File: config.mk
export PLATFORM = sky130hd
export DESIGN_NAME = cu_int_seq
export DESIGN_NICKNAME = d
export VERILOG_FILES = /design/src/rtl/cu_int_seq.sv
export SDC_FILE = /design/constraint.sdc
export NUM_CORES = 1
export LEC_CHECK = 0
export BUFFER_PORTS_ARGS = -buffer_cell sky130_fd_sc_hd__buf_2
export CORE_ASPECT_RATIO = 0.7
export CORE_MARGIN = 2
export CORE_UTILIZATION = 50
export CTS_CLUSTER_DIAMETER = 80
export CTS_CLUSTER_SIZE = 14
export DETAILED_ROUTE_END_ITERATION = 6
export GPL_TIMING_DRIVEN = 0
export PLACE_DENSITY = 0.81
export SYNTH_ARGS = -nofsm -noshare
export SYNTH_HDL_FRONTEND = slang
export SYNTH_SLANG_ARGS = --single-unit
File: constraint.sdc
create_clock -name CU_Clk -period 3 [get_ports CU_Clk]
set_clock_uncertainty 0.1 [all_clocks]
set_input_delay 0.6 -clock CU_Clk [delete_from_list [all_inputs] [get_ports CU_Clk]]
set_output_delay 0.6 -clock CU_Clk [all_outputs]
set_load 0.01 [all_outputs]
File: src/rtl/cu_int_seq.sv
// Interrupt/BRK sequencer for the NES CPU control unit: runs the 7-cycle 6502
// push-and-vector sequence at an instruction boundary and releases the serviced flag.
module cu_int_seq (
   input  logic        CU_Clk,
   input  logic        CU_bRst,
   input  logic        CU_bNMI_Flg,
   input  logic        CU_bIRQ_Flg,
   output logic        CU_bNMI_SD,
   output logic        CU_bIRQ_SD,
   input  logic        CU_InstDone,
   input  logic        CU_BrkReq,
   input  logic        CU_IFlag,
   input  logic [15:0] CU_PC,
   input  logic [7:0]  CU_P,
   input  logic [7:0]  CU_SP,
   input  logic [7:0]  CU_Din,
   output logic [15:0] CU_Addr,
   output logic [7:0]  CU_Dout,
   output logic        CU_RW,
   output logic        CU_SPDec,
   output logic        CU_PCLoad,
   output logic [15:0] CU_PCNew,
   output logic        CU_SetI,
   output logic        CU_Busy,
   output logic [2:0]  CU_State
);

   typedef enum logic [2:0] {IDLE, S0, S1, S2, S3, S4, S5, S6} state_t;
   typedef enum logic [1:0] {K_NMI, K_IRQ, K_BRK} kind_t;

   state_t      state;
   kind_t       kind;
   logic        bBit;
   logic [15:0] pcLat;
   logic [7:0]  pLat;
   logic [7:0]  vecLo;
   logic        nmiReq;
   logic        irqReq;
   logic        anyReq;
   logic [15:0] pushPc;
   logic [15:0] vecBase;

   assign nmiReq  = ~CU_bNMI_Flg;
   assign irqReq  = ~CU_bIRQ_Flg & ~CU_IFlag;
   assign anyReq  = nmiReq | irqReq | CU_BrkReq;
   assign pushPc  = bBit ? pcLat + 16'd2 : pcLat;
   assign vecBase = (kind == K_NMI) ? 16'hFFFA : 16'hFFFE;

   always_ff @(posedge CU_Clk or negedge CU_bRst) begin
      if (!CU_bRst) begin
         state <= IDLE;
         kind  <= K_NMI;
         bBit  <= 1'b0;
         pcLat <= 16'h0000;
         pLat  <= 8'h00;
         vecLo <= 8'h00;
      end else begin
         case (state)
            IDLE: begin
               if (CU_InstDone && anyReq) begin
                  state <= S0;
                  pcLat <= CU_PC;
                  pLat  <= CU_P;
                  if (nmiReq) begin
                     kind <= K_NMI;
                     bBit <= 1'b0;
                  end else if (irqReq) begin
                     kind <= K_IRQ;
                     bBit <= 1'b0;
                  end else begin
                     kind <= K_BRK;
                     bBit <= 1'b1;
                  end
               end
            end
            S0: state <= S1;
            S1: state <= S2;
            S2: state <= S3;
            S3: state <= S4;
            S4: state <= S5;
            S5: begin
               state <= S6;
               vecLo <= CU_Din;
            end
            S6: state <= IDLE;
            default: state <= IDLE;
         endcase
         // NMI arriving before the vector fetch steals the sequence; B stays as chosen.
         if ((state == S0 || state == S1 || state == S2 || state == S3 || state == S4) && nmiReq)
            kind <= K_NMI;
      end
   end

   always_comb begin
      CU_Addr    = 16'h0000;
      CU_RW      = 1'b1;
      CU_Dout    = 8'h00;
      CU_SPDec   = 1'b0;
      CU_PCLoad  = 1'b0;
      CU_PCNew   = 16'h0000;
      CU_SetI    = 1'b0;
      CU_bNMI_SD = 1'b1;
      CU_bIRQ_SD = 1'b1;
      case (state)
         S0: CU_Addr = pcLat;
         S1: CU_Addr = bBit ? pcLat + 16'd1 : pcLat;
         S2: begin
            CU_Addr  = {8'h01, CU_SP};
            CU_RW    = 1'b0;
            CU_Dout  = pushPc[15:8];
            CU_SPDec = 1'b1;
         end
         S3: begin
            CU_Addr  = {8'h01, CU_SP};
            CU_RW    = 1'b0;
            CU_Dout  = pushPc[7:0];
            CU_SPDec = 1'b1;
         end
         S4: begin
            CU_Addr  = {8'h01, CU_SP};
            CU_RW    = 1'b0;
            CU_Dout  = {pLat[7:6], 1'b1, bBit, pLat[3:0]};
            CU_SPDec = 1'b1;
         end
         S5: CU_Addr = vecBase;
         S6: begin
            CU_Addr    = {vecBase[15:1], 1'b1};
            CU_PCLoad  = 1'b1;
            CU_PCNew   = {CU_Din, vecLo};
            CU_SetI    = 1'b1;
            CU_bNMI_SD = ~(kind == K_NMI);
            CU_bIRQ_SD = ~(kind == K_IRQ);
         end
         default: ;
      endcase
   end

   assign CU_Busy  = (state != IDLE);
   assign CU_State = state;

endmodule

=== Word level (Yosys, flattened, before mapping) ===
Index checks and enable logic that the tools add are counted.

* Logic and storage cells: 59
* Register bits after elaboration: 38
* Memory bits (writable): 0
* Input bits: 47
* Memory bits (read-only): 0
* Bits in latches: 0
* Memories kept: 0

* Magnitude comparators: 0
* Equal/unequal tests: 9
* Multiply operators: 0
* Add/sub/neg operators: 2
* Shifts and indexed selects: 0
* Div/mod/pow operators: 0
* Bitwise gates (word level): 8
* Reductions and logical operators: 14
* Mux-type cells: 20

{| class="wikitable"
|+ Operator list
! kind !! count
|-
| 16-bit one-hot mux with 5 select lines || 1
|-
| 16-bit two-way mux || 3
|-
| 3-bit one-hot mux with 8 select lines || 1
|-
| 8-bit one-hot mux with 3 select lines || 1
|-
| 16-bit by 1-bit adder with 16-bit output (second input constant) || 1
|-
| 16-bit by 2-bit adder with 16-bit output (second input constant) || 1
|-
| 3-bit == test (second input constant) || 4
|-
| 2-bit two-way mux || 5
|-
| 1-bit two-way mux || 7
|-
| 3-bit by 2-bit == test with 1-bit output (second input constant) || 2
|-
| 3-bit two-way mux || 2
|-
| 1-bit inverter || 5
|-
| 1-bit logical OR || 4
|-
| 2-bit AND reduction || 2
|-
| 2-bit nonzero test || 2
|-
| 3-bit by 1-bit == test with 1-bit output (second input constant) || 1
|-
| 3-bit logical NOT || 1
|-
| 3-bit nonzero test || 1
|-
| 3-bit OR reduction || 1
|-
| 2-bit by 1-bit == test with 1-bit output (second input constant) || 1
|-
| 1-bit logical AND || 2
|-
| 2-bit logical NOT || 1
|-
| 2-bit != test (second input constant) || 1
|-
| 1-bit bitwise OR || 2
|-
| 1-bit AND || 1
|}

=== Depth between registers and ports, before layout ===
Gate-level depths: netlist (run 1).

* Depth after elaboration: 8
* Gate-level depth with buffers: 6
* Mapped depth without buffers: 5

=== Worst setup path after synthesis (run 1) ===
OpenSTA, ideal clock, no wires.

* Kind: register -> output
* From: register pcLat[1]
* To: output port CU_Addr[13]
* Arrival: 1.443 ns
* Slack: 0.857 ns
* Path buffers: 0
* Cell stages (with the launch flop): 6
* Path through: dfrtp_1 -> ha_1 -> nand4_2 -> nor4_1 -> xnor2_1 -> o21ai_1

* Longest elaborated chain between the ends: 3

{| class="wikitable"
|+ RTL lines
! item !! line !! source
|-
| start, declared || 34 || <nowiki>logic [15:0] pcLat;</nowiki>
|-
| start signal, assigned || 54 || <nowiki>pcLat <= 16'h0000;</nowiki>
|-
| start signal, assigned || 62 || <nowiki>pcLat <= CU_PC;</nowiki>
|-
| 16-bit by 1-bit adder with 16-bit output || 106 || <nowiki>S1: CU_Addr = bBit ? pcLat + 16'd1 : pcLat;</nowiki>
|-
| 16-bit two-way mux || 106 ||
|-
| 16-bit one-hot mux with 5 select lines || 104 || <nowiki>case (state)</nowiki>
|-
| end, declared || 17 || <nowiki>output logic [15:0] CU_Addr,</nowiki>
|}

No other way between the ends.

=== Worst setup path in the final report (run 1) ===
* From: register pcLat[1]
* To: output port CU_Addr[15]

Same word-level chain as after synthesis.

==> results of run 1 <==
## per-stage QoR
| stage | area, um2 | utilization [%] | total power, uW | std cells | setup WS, ps |
|---|---|---|---|---|---|
| 2_1_floorplan | 2680 | - | 2520 | 289 | 857 |
| 3_3_place_gp | 3240 | 62.2 | 3180 | 455 | 595 |
| 3_5_place_dp | 3240 | 62.2 | 3250 | 455 | 577 |
| 4_1_cts | 3330 | 64.1 | 3630 | 463 | 258 |
| 5_1_grt | 3330 | 64.1 | 3930 | 463 | 91.2 |
| 6_report | 3330 | 64.1 | 3660 | 463 | 246 |
## cell type report
cell class              instances  area, um2
repair buffers                 94        470
clock buffers                   6       82.6
plain buffers                  28        154
inverters                       7       26.3
clock inverters                 2       13.8
multi-input cells             218       1600
flip-flops and latches         36        901
well taps                      72       90.1
fillers                       451       1870
## state kept, by name (all words and copies together) (netlist names)
name	cells
CU_State	3
kind	2
vecLo	8
pLat	6
pcLat	16
bBit	1
## final timing paths
path | slack [ps] | startpoint | cells after the start | to
setup / recovery | 250 | pcLat[1] | 6 | CU_Addr[15]
hold / removal | 300 | CU_bRst | 1 | pcLat[12]
setup reg to reg | 1240 | CU_State[0] | 4 | pLat[7]
hold reg to reg | 400 | vecLo[5] | 1 | vecLo[5]
max in group asynchronous | 1990 | CU_bRst | 1 | pcLat[9]
min in group CU_Clk | 400 | vecLo[5] | 1 | vecLo[5]
## power groups by stage
stage | Clock, uW | Combinational [uW] | Sequential, uW
after floorplan | 0 | 1640 | 877
after global placement | 0 | 2270 | 909
after detailed placement | 0 | 2330 | 918
after CTS | 382 | 2340 | 908
after global routing | 406 | 2580 | 946
final | 370 | 2370 | 915
## cell families (layout without fill, tap and decap cells)
kind of cell / after synthesis / after routing
AO/OA/AOI/OAI: 66 / 66
XOR/XNOR: 25 / 25
adder cells (fa/ha/maj): 2 / 2
buffers and inverters: 35 / 137
flip-flops: 36 / 36
multiplexers: 34 / 34
AND/OR/NAND/NOR: 91 / 91
## Yosys cell counts
| cell | n | area [um2] |
|---|---|---|
| mux2_1 | 10 | 113 |
| o221ai_1 | 1 | 8.76 |
| nor2b_1 | 1 | 6.26 |
| a31oi_1 | 3 | 18.8 |
| o22ai_1 | 5 | 31.3 |
| ha_1 | 2 | 25.0 |
| o211ai_4 | 1 | 21.3 |
| nor4_1 | 5 | 31.3 |
| clkbuf_1 | 5 | 18.8 |
| buf_6 | 2 | 22.5 |
| inv_2 | 1 | 3.75 |
| nand2b_1 | 4 | 25.0 |
| xor2_1 | 6 | 52.6 |
| a31o_2 | 2 | 17.5 |
| o21ai_1 | 8 | 40.0 |
| nor4_2 | 3 | 37.5 |
| a21oi_1 | 15 | 75.1 |
| o21a_1 | 2 | 15.0 |
| mux2i_1 | 4 | 40.0 |
| nor3_4 | 1 | 16.3 |
| dfrtp_1 | 36 | 901 |
| o31a_1 | 1 | 8.76 |
| mux2_2 | 20 | 225 |
| nor3_1 | 10 | 50.1 |
| a211oi_1 | 1 | 7.51 |
| xnor2_1 | 19 | 166 |
| nand2_1 | 17 | 63.8 |
| a221oi_1 | 7 | 61.3 |
| inv_1 | 6 | 22.5 |
| buf_2 | 18 | 90.1 |
| nand4_1 | 7 | 43.8 |
| o32ai_1 | 3 | 26.3 |
| nand3_1 | 9 | 45.0 |
| and3_1 | 1 | 6.26 |
| and2_1 | 18 | 113 |
| o41ai_2 | 1 | 16.3 |
| nand4_2 | 3 | 37.5 |
| nor2_1 | 10 | 37.5 |
| o21ai_0 | 12 | 60.1 |
| buf_4 | 3 | 22.5 |
| and4_1 | 2 | 17.5 |
| a22o_1 | 3 | 26.3 |
| o2bb2ai_1 | 1 | 8.76 |
## metal layers
| metal | track usage (%) | vias to the layer above | share of wire [%] |
|---|---|---|---|
| li1 | - | 1252 | - |
| met1 | 36.6 | 1235 | 46 |
| met2 | 37.0 | 166 | 41 |
| met3 | 6.31 | 11 | 12 |
| met4 | 7.20 | 0 | 1.1 |
| met5 | 0 | - | 0 |
==> run_results.csv, run 1 <==
group,metric,value,unit
power_and_ir_drop,p_leak,0.00152,uW
final_layout,drive_gt1_share,40.2,%
critical_path,end_kind,"output pin",
timing,finalCriticalPeriod,2750,ps
synth,synthAdderAreaFrac,0.935,%
global_route,grt.total_usage,25.2,%
power_and_ir_drop,p_seq_share,25.0,%
global_route,grt_max_degree,37,
synth,ys_seq_elements,36,
power_and_ir_drop,pwr-share-comb,64.9,%
power_and_ir_drop,sw_frac_of_total,47.4,%
critical_path,path_cells,"ha_1, nand3_1, nor4_1, xnor2_1, o21ai_1, buf_2",
critical_path,worst_ep_required_time,2300,ps
critical_path,start_kind,"flip-flop",
die,die_w,91.4,um
clocking,ctsResizeCount,0,
detailed_routing,viasPerCell,5.75,
timing,fin_crit_sh,91.8,%
final_layout,final_common_cell,"buf_2",
timing,hold_violations,0,
final_layout,area_growth_syn_to_layout,24.5,%
clocking,worstSkewPairLatency,290,ps
detailed_routing,first_pass_iters,5,
clocking,cts_tree,"built",
run,maxCapViolCount,0,
final_layout,diodes,0,
synth,synth_top_family_by_area,"simple AND/OR/NAND/NOR gates",
timing,timing.hold.ws,296,ps
placement,place.gp.congestion,0.957,
detailed_routing,drt_wl_total,7310,um
detailed_routing,drt_first_iter_violations,300,
detailed_routing,ant_nets,0,
detailed_routing,drc,0,
critical_path,critPathBufInv,1,
global_route,grt.overflow.total,0,
critical_path,crit_fanout,7,
die,num_rows,22,
synth,synth_xor_area_share,8.18,%
detailed_routing,vias,2664,
die,ios,97,
power_and_ir_drop,p_int,1920,uW
timing,relSlewSlack,45.7,%
clocking,cts_buffer_depth,2,
critical_path,crit_path_top_delay_cell,"dfrtp_1",
timing,achievable-frequency,363,MHz
power_and_ir_drop,power_density,1100,nW/um2
synth,ys_warn_count,0,
synth,synthMuxAreaShare,14.1,%
timing,fin_setup_tns,0,ps
synth,netlist_instances,289,
power_and_ir_drop,clkPwrFrac,10.1,%
placement,dp_hpwl,5620,um
timing,tightest_slew,814,ps
die,die_area,5960,um2
outcome,status,"finished clean",
detailed_routing,wl_per_cell,15.8,um
synth,syn_area,2680,um2
timing,drv_slew,0,
die,start_util,51.4,%
clocking,cts-root-buf,"clkbuf_8",
final_layout,nets,439,
clocking,cts_buffers,5,
critical_path,cp.arrival,2050,ps
critical_path,max_stage_delay,510,ps
global_route,antenna_found_initial,0,
synth,ys_seq_area_share,33.7,%
clocking,path_clk_slew,70,ps
clocking,holdBufCountCts,0,
final_layout,layout_common_cells,"112 x buf_2, 36 x dfrtp_1, 20 x mux2_2, 19 x xnor2_1, 18 x and2_1",
die,coreArea,5200,um2
global_route,first_global_vias,2420,
timing,rsz0062_at_grt,"false",
synth,synth_fp_nets,338,
die,die_y,65.2,um
hold_path,hold_path_class,"primary input to async pin",
critical_path,worstSetupPathType,"flip-flop to output pin",
placement,port_buffers,94,
clocking,h-tree-depth,2,
clocking,clock_sink_count,36,
critical_path,cp_top_family,"simple AND/OR/NAND/NOR gates",
global_route,grt_pass1_wl,11900,um
synth,synth_cell_types,43,
synth,synth_simple_gate_area_share,19.8,%
power_and_ir_drop,peakVddDrop,0.518,mV
synth,avgSynthCellArea,9.26,um2
synth,synth_compound_area_share,16.5,%
timing,setup_viol,0,
power_and_ir_drop,switching_power,1730,uW
clocking,post_cts.repair.setup_buffers,0,
Power figures use the tool's default switching activity.
==> run 2: changes to the inputs <==
--- a/config.mk
+++ b/config.mk
@@ -8,12 +8,12 @@
 export BUFFER_PORTS_ARGS = -buffer_cell sky130_fd_sc_hd__buf_2
 export CORE_ASPECT_RATIO = 0.7
 export CORE_MARGIN = 2
-export CORE_UTILIZATION = 50
+export CORE_UTILIZATION = 45
 export CTS_CLUSTER_DIAMETER = 80
 export CTS_CLUSTER_SIZE = 14
 export DETAILED_ROUTE_END_ITERATION = 6
 export GPL_TIMING_DRIVEN = 0
-export PLACE_DENSITY = 0.81
+export PLACE_DENSITY = 0.77
 export SYNTH_ARGS = -nofsm -noshare
 export SYNTH_HDL_FRONTEND = slang
 export SYNTH_SLANG_ARGS = --single-unit
==> constraint.sdc (replaced) <==
create_clock -name CU_Clk -period 2.3 [get_ports CU_Clk]
set_clock_uncertainty 0.1 [all_clocks]
set_input_delay 0.46 -clock CU_Clk [delete_from_list [all_inputs] [get_ports CU_Clk]]
set_output_delay 0.46 -clock CU_Clk [all_outputs]
set_load 0.01 [all_outputs]
==> run_results.csv, run 2 (synthesis results as in run 1) <==
group,metric,value,unit
outcome,status,"finished, violations left",
outcome,violations,"setup timing",
timing,fin_setup_tns,-846,ps
final_layout,final_design_area_no_fill,4050,um2
power_and_ir_drop,clkPwrFrac,7.6,%
global_route,grt.overflow.total,0,
placement,port_buffers,94,
detailed_routing,vias,2957,
critical_path,worst_ep_required_time,1740,ps
critical_path,reg2reg_slack,370,ps
global_route,antenna_found_initial,0,
die,ios,97,
timing,hold_violations,0,
clocking,clock_sink_count,36,
critical_path,timing.rr.start,"CU_State[0]",
critical_path,cp.arrival,1840,ps
final_layout,nets,470,
clocking,cts_tree,"built",
global_route,grt.total_usage,26.6,%
critical_path,r2r-end,"pLat[7]",
final_layout,layout_common_cells,"97 x buf_2, 32 x buf_4, 31 x dfrtp_1, 20 x mux2_2",
power_and_ir_drop,power,5990,uW
power_and_ir_drop,p_leak,0.00183,uW
detailed_routing,drt_wl_total,9570,um
final_layout,diodes,0,
run,maxCapViolCount,0,
die,coreArea,5730,um2
critical_path,worstSetupPathType,"flip-flop to output pin",
timing,rsz0062_at_grt,"true",
final_layout,drive_gt1_share,55.8,%
power_and_ir_drop,p_int,3130,uW
placement,place_ws,-1.73,ps
die,die_w,96.2,um
final_layout,post-route-util,70.7,%
timing,finalWorstSetupSlack,-105,ps
power_and_ir_drop,peakVddDrop,0.838,mV
timing,finalCriticalPeriod,2400,ps
global_route,first_global_vias,2632,
hold_path,hold_path_class,"primary input to async pin",
clocking,cts-root-buf,"clkbuf_8",
final_layout,final_common_cell,"buf_2",
detailed_routing,drc,0,
detailed_routing,viasPerCell,5.96,
placement,place.gp.congestion,0.891,
final_layout,reg_top3,"pcLat (16), vecLo (8), pLat (6)",
timing,achievable-frequency,416,MHz
final_layout,area_growth_syn_to_layout,51.2,%
detailed_routing,wl_per_cell,19.3,um
timing,tightest_slew,813,ps
final_layout,largest_reg_flops,16,
placement,placed_cell_area,3240,um2
clocking,cts_buffer_depth,2,
power_and_ir_drop,power_density,1480,nW/um2
die,start_util,46.7,%
clocking,cts_buffers,5,
die,die_y,68.5,um
clocking,worstSkewPairLatency,310,ps
clocking,h-tree-depth,2,
critical_path,start_kind,"flip-flop",
power_and_ir_drop,pwr-share-comb,71.8,%
critical_path,end_kind,"output pin",
power_and_ir_drop,p_seq_share,20.6,%
detailed_routing,ant_nets,0,
power_and_ir_drop,sw_frac_of_total,47.8,%
detailed_routing,drt_first_iter_violations,334,
timing,relSlewSlack,45.8,%
detailed_routing,first_pass_iters,5,
critical_path,r2r_cells,5,
clocking,path_clk_slew,80,ps
die,num_rows,23,
timing,setup_viol,16,
global_route,grt_max_degree,37,
critical_path,crit_fanout,9,
timing,drv_slew,0,
global_route,grt_pass1_wl,13200,um
placement,dp_hpwl,5730,um
power_and_ir_drop,switching_power,2860,uW
final_layout,largest_register,"pcLat",
die,die_area,6590,um2
timing,fin_crit_sh,105,%
run 2: cell types whose count changed in the layout (fill, tap and decap cells not counted), sizes merged:
cell      change
clkinvlp      +1
clkbuf        -2
inv           -1
buf          +32
run 2: critical path: stages, from the launching register on:
cell and delay [ps]:
dfrtp_1 350, buf_6 150, nand4_1 100, buf_4 170, nor4_4 280, xnor2_1 190
o32ai_2 130, buf_2 160
run 2: final cells by class:
class / count / area [um2]
multi-input combinational: 218 / 1940
fill: 406 / 1680
sequential: 36 / 907
timing repair buffer: 128 / 769
buffer: 25 / 226
tap: 75 / 93.8
clock buffer: 5 / 68.8
inverter: 7 / 28.8
clock inverter: 2 / 12.5
run 2: how the worst max path moves through the flow:
stage,to,startpoint,slack [ps]
global placement,CU_Addr[13],pcLat[1],40
floorplan,CU_Addr[13],pcLat[1],300
global route,CU_Dout[2],pcLat[5],-150
finish,CU_Dout[7],pcLat[6],-100
detailed placement,CU_Addr[13],pcLat[1],-2
CTS,CU_Dout[7],pcLat[6],-50
run 2: power groups by stage:
stage                     Clock (uW)  Combinational [uW]  Sequential (uW)
after floorplan                    0                2140             1140
after global placement             0                2980             1180
after detailed placement           0                3040             1200
after CTS                        451                3590             1190
after global routing             482                4610             1270
final                            457                4300             1240
run 2: per-layer routing:
layer  wire [um]  part of all wire, %  track usage [%]
met1        3930                   41             38.1
met2        4370                   46             39.3
met3         919                  9.6             5.33
met4         346                  3.6             10.7
met5           0                    0                0
run 2: repair_timing:
item | in CTS | in global routing
gates resized for setup | 56 | 57
pin swaps | 13 | 23
hold buffers | 0 | 0
gates cloned | 1 | 0
endpoints found under the setup margin | 36 | 36
buffers inserted | 17 | 16
run 2: stage by stage:
step	hold WS, ps	instances
after floorplan	64.4	289
after global placement	379	458
after detailed placement	385	458
after CTS	184	480
after global routing	221	496
final	141	496
==> run 3: changes to the inputs <==
--- a/config.mk
+++ b/config.mk
@@ -17,3 +17,4 @@
 export SYNTH_ARGS = -nofsm -noshare
 export SYNTH_HDL_FRONTEND = slang
 export SYNTH_SLANG_ARGS = --single-unit
+export TNS_END_PERCENT = 10
==> run_results.csv, run 3 (synthesis results as in run 1) <==
group,metric,value,unit
outcome,status,"finished, violations left",
outcome,violations,"setup timing",
timing,setup_viol,17,
die,num_rows,23,
final_layout,fillCellCount,456,
detailed_routing,first_pass_iters,7,
hold_path,hold_path_class,"primary input to async pin",
critical_path,cp.arrival,1850,ps
final_layout,area_growth_syn_to_layout,40.9,%
critical_path,path_cells,"ha_2, nand2_2, nor4_4, xnor2_1, o21ai_1, buf_2",
critical_path,reg2reg_slack,520,ps
timing,finalWorstSetupSlack,-113,ps
critical_path,max_stage_delay,440,ps
clocking,clock_sink_count,36,
power_and_ir_drop,clkPwrFrac,8.3,%
clocking,holdBufCountCts,0,
global_route,antenna_found_initial,0,
global_route,grt.total_usage,25.7,%
detailed_routing,vias,2772,
timing,tightest_slew,820,ps
die,die_w,96.2,um
placement,placedCellCount,458,
timing,relSlewSlack,45.4,%
placement,port_buffers,94,
power_and_ir_drop,switching_power,2570,uW
die,ios,97,
timing,achievable-frequency,414,MHz
detailed_routing,drt_first_iter_violations,252,
global_route,first_global_vias,2524,
final_layout,final_design_area_no_fill,3770,um2
critical_path,start_kind,"flip-flop",
die,die_area,6590,um2
critical_path,worstSetupPathType,"flip-flop to output pin",
detailed_routing,viasPerCell,5.73,
final_layout,final_cells,484,
critical_path,crit_path_top_delay_cell,"dfrtp_2",
clocking,worstSkewPairLatency,300,ps
final_layout,largest_register,"pcLat",
power_and_ir_drop,pwr-share-comb,69.0,%
die,coreArea,5730,um2
die,start_util,46.7,%
detailed_routing,drt_wl_total,8330,um
final_layout,drive_gt1_share,51.6,%
global_route,grt_max_degree,37,
detailed_routing,wl_per_cell,17.2,um
die,die_y,68.5,um
detailed_routing,drc,0,
global_route,grt.overflow.total,0,
final_layout,diodes,0,
timing,drv_slew,0,
placement,place_ws,-1.73,ps
timing,hold_violations,0,
placement,place.gp.congestion,0.891,
clocking,cts-root-buf,"clkbuf_8",
detailed_routing,ant_nets,0,
final_layout,final_common_cell,"buf_2",
critical_path,worst_ep_required_time,1740,ps
global_route,grt_pass1_wl,12800,um
placement,dp_hpwl,5730,um
clocking,cts_buffers,5,
run,maxCapViolCount,0,
timing,finalCriticalPeriod,2410,ps
power_and_ir_drop,sw_frac_of_total,47.4,%
clocking,cts_tree,"built",
timing,fin_crit_sh,105,%
final_layout,largest_reg_flops,16,
clocking,path_clk_slew,80,ps
critical_path,crit_fanout,6,
power_and_ir_drop,p_int,2850,uW
power_and_ir_drop,p_seq_share,22.7,%
timing,rsz0062_at_grt,"true",
critical_path,end_kind,"output pin",
final_layout,nets,458,
final_layout,layout_common_cells,"100 x buf_2, 31 x dfrtp_1, 27 x buf_4, 20 x mux2_2, 19 x xnor2_1",
clocking,h-tree-depth,2,
power_and_ir_drop,power_density,1440,nW/um2
placement,placed_cell_area,3240,um2
power_and_ir_drop,peakVddDrop,0.840,mV
final_layout,reg_top3,"pcLat (16), vecLo (8), pLat (6)",
power_and_ir_drop,p_leak,0.00169,uW
clocking,cts_buffer_depth,2,
run 3: cell types whose count changed in the layout (fill, tap and decap cells not counted), sizes merged:
cell	change
buf	-12
run 3: final cells by class:
class | instances | area (um2) | share of cell area, %
plain buffers | 25 | 203 | 5.38
clock buffers | 5 | 68.8 | 1.83
clock inverters | 2 | 12.5 | 0.332
inverters | 7 | 26.3 | 0.697
multi-input cells | 218 | 1810 | 48.0
flip-flops and latches | 36 | 907 | 24.1
well taps | 75 | 93.8 | 2.49
repair buffers | 116 | 649 | 17.2
run 3: worst max-delay path, delay by kind of cell, from the launching register on:
kind,cells,cell delay (ps)
flops,1,440
simple gates,2,430
fa+ha+maj,1,230
compound gates,1,200
buf+inv,1,160
xor+xnor,1,100
run 3: routing by layer:
layer / vias to the layer above / global-route usage, % / wire length, um
li1: 1288 / - / -
met1: 1321 / 37.6 / 3720
met2: 145 / 38.5 / 3630
met3: 18 / 4.89 / 826
met4: 0 / 8.39 / 159
met5: - / 0 / 0
run 3: path summary, 6_finish.rpt:
check	endpoint	cells after the start	startpoint
min	pcLat[6]	1	CU_bRst
min reg2reg	vecLo[5]	1	vecLo[5]
min in group CU_Clk	pcLat[4]	2	CU_PC[4]
max in group asynchronous	pcLat[1]	1	CU_bRst
max	CU_Addr[14]	6	pcLat[1]
max reg2reg	pLat[7]	5	CU_State[2]
run 3: repair_timing:
item / CTS / global route
endpoints found under the hold margin: 0 / 0
cloned: 1 / 0
gates resized for setup: 49 / 23
endpoints found under the setup margin: 36 / 36
buffers inserted: 15 / 6
pin swaps: 11 / 5
run 3: metrics by stage:
| stage | hold slack [ps] | total power, uW | utilization [%] | TNS, ps |
|---|---|---|---|---|
| after floorplan | 64.4 | 3280 | - | 0 |
| after global placement | 379 | 4170 | 56.6 | 0 |
| after detailed placement | 385 | 4240 | 56.6 | -1.73 |
| after CTS | 184 | 5160 | 63.6 | -421 |
| after global routing | 222 | 5790 | 65.8 | -2800 |
| final | 149 | 5420 | 65.8 | -970 |
run 3: power groups by stage:
stage / Clock, uW / Combinational, uW / Sequential [uW]
after floorplan: 0 / 2140 / 1140
after global placement: 0 / 2980 / 1180
after detailed placement: 0 / 3040 / 1200
after CTS: 451 / 3500 / 1210
after global routing: 474 / 4050 / 1270
final: 450 / 3740 / 1230
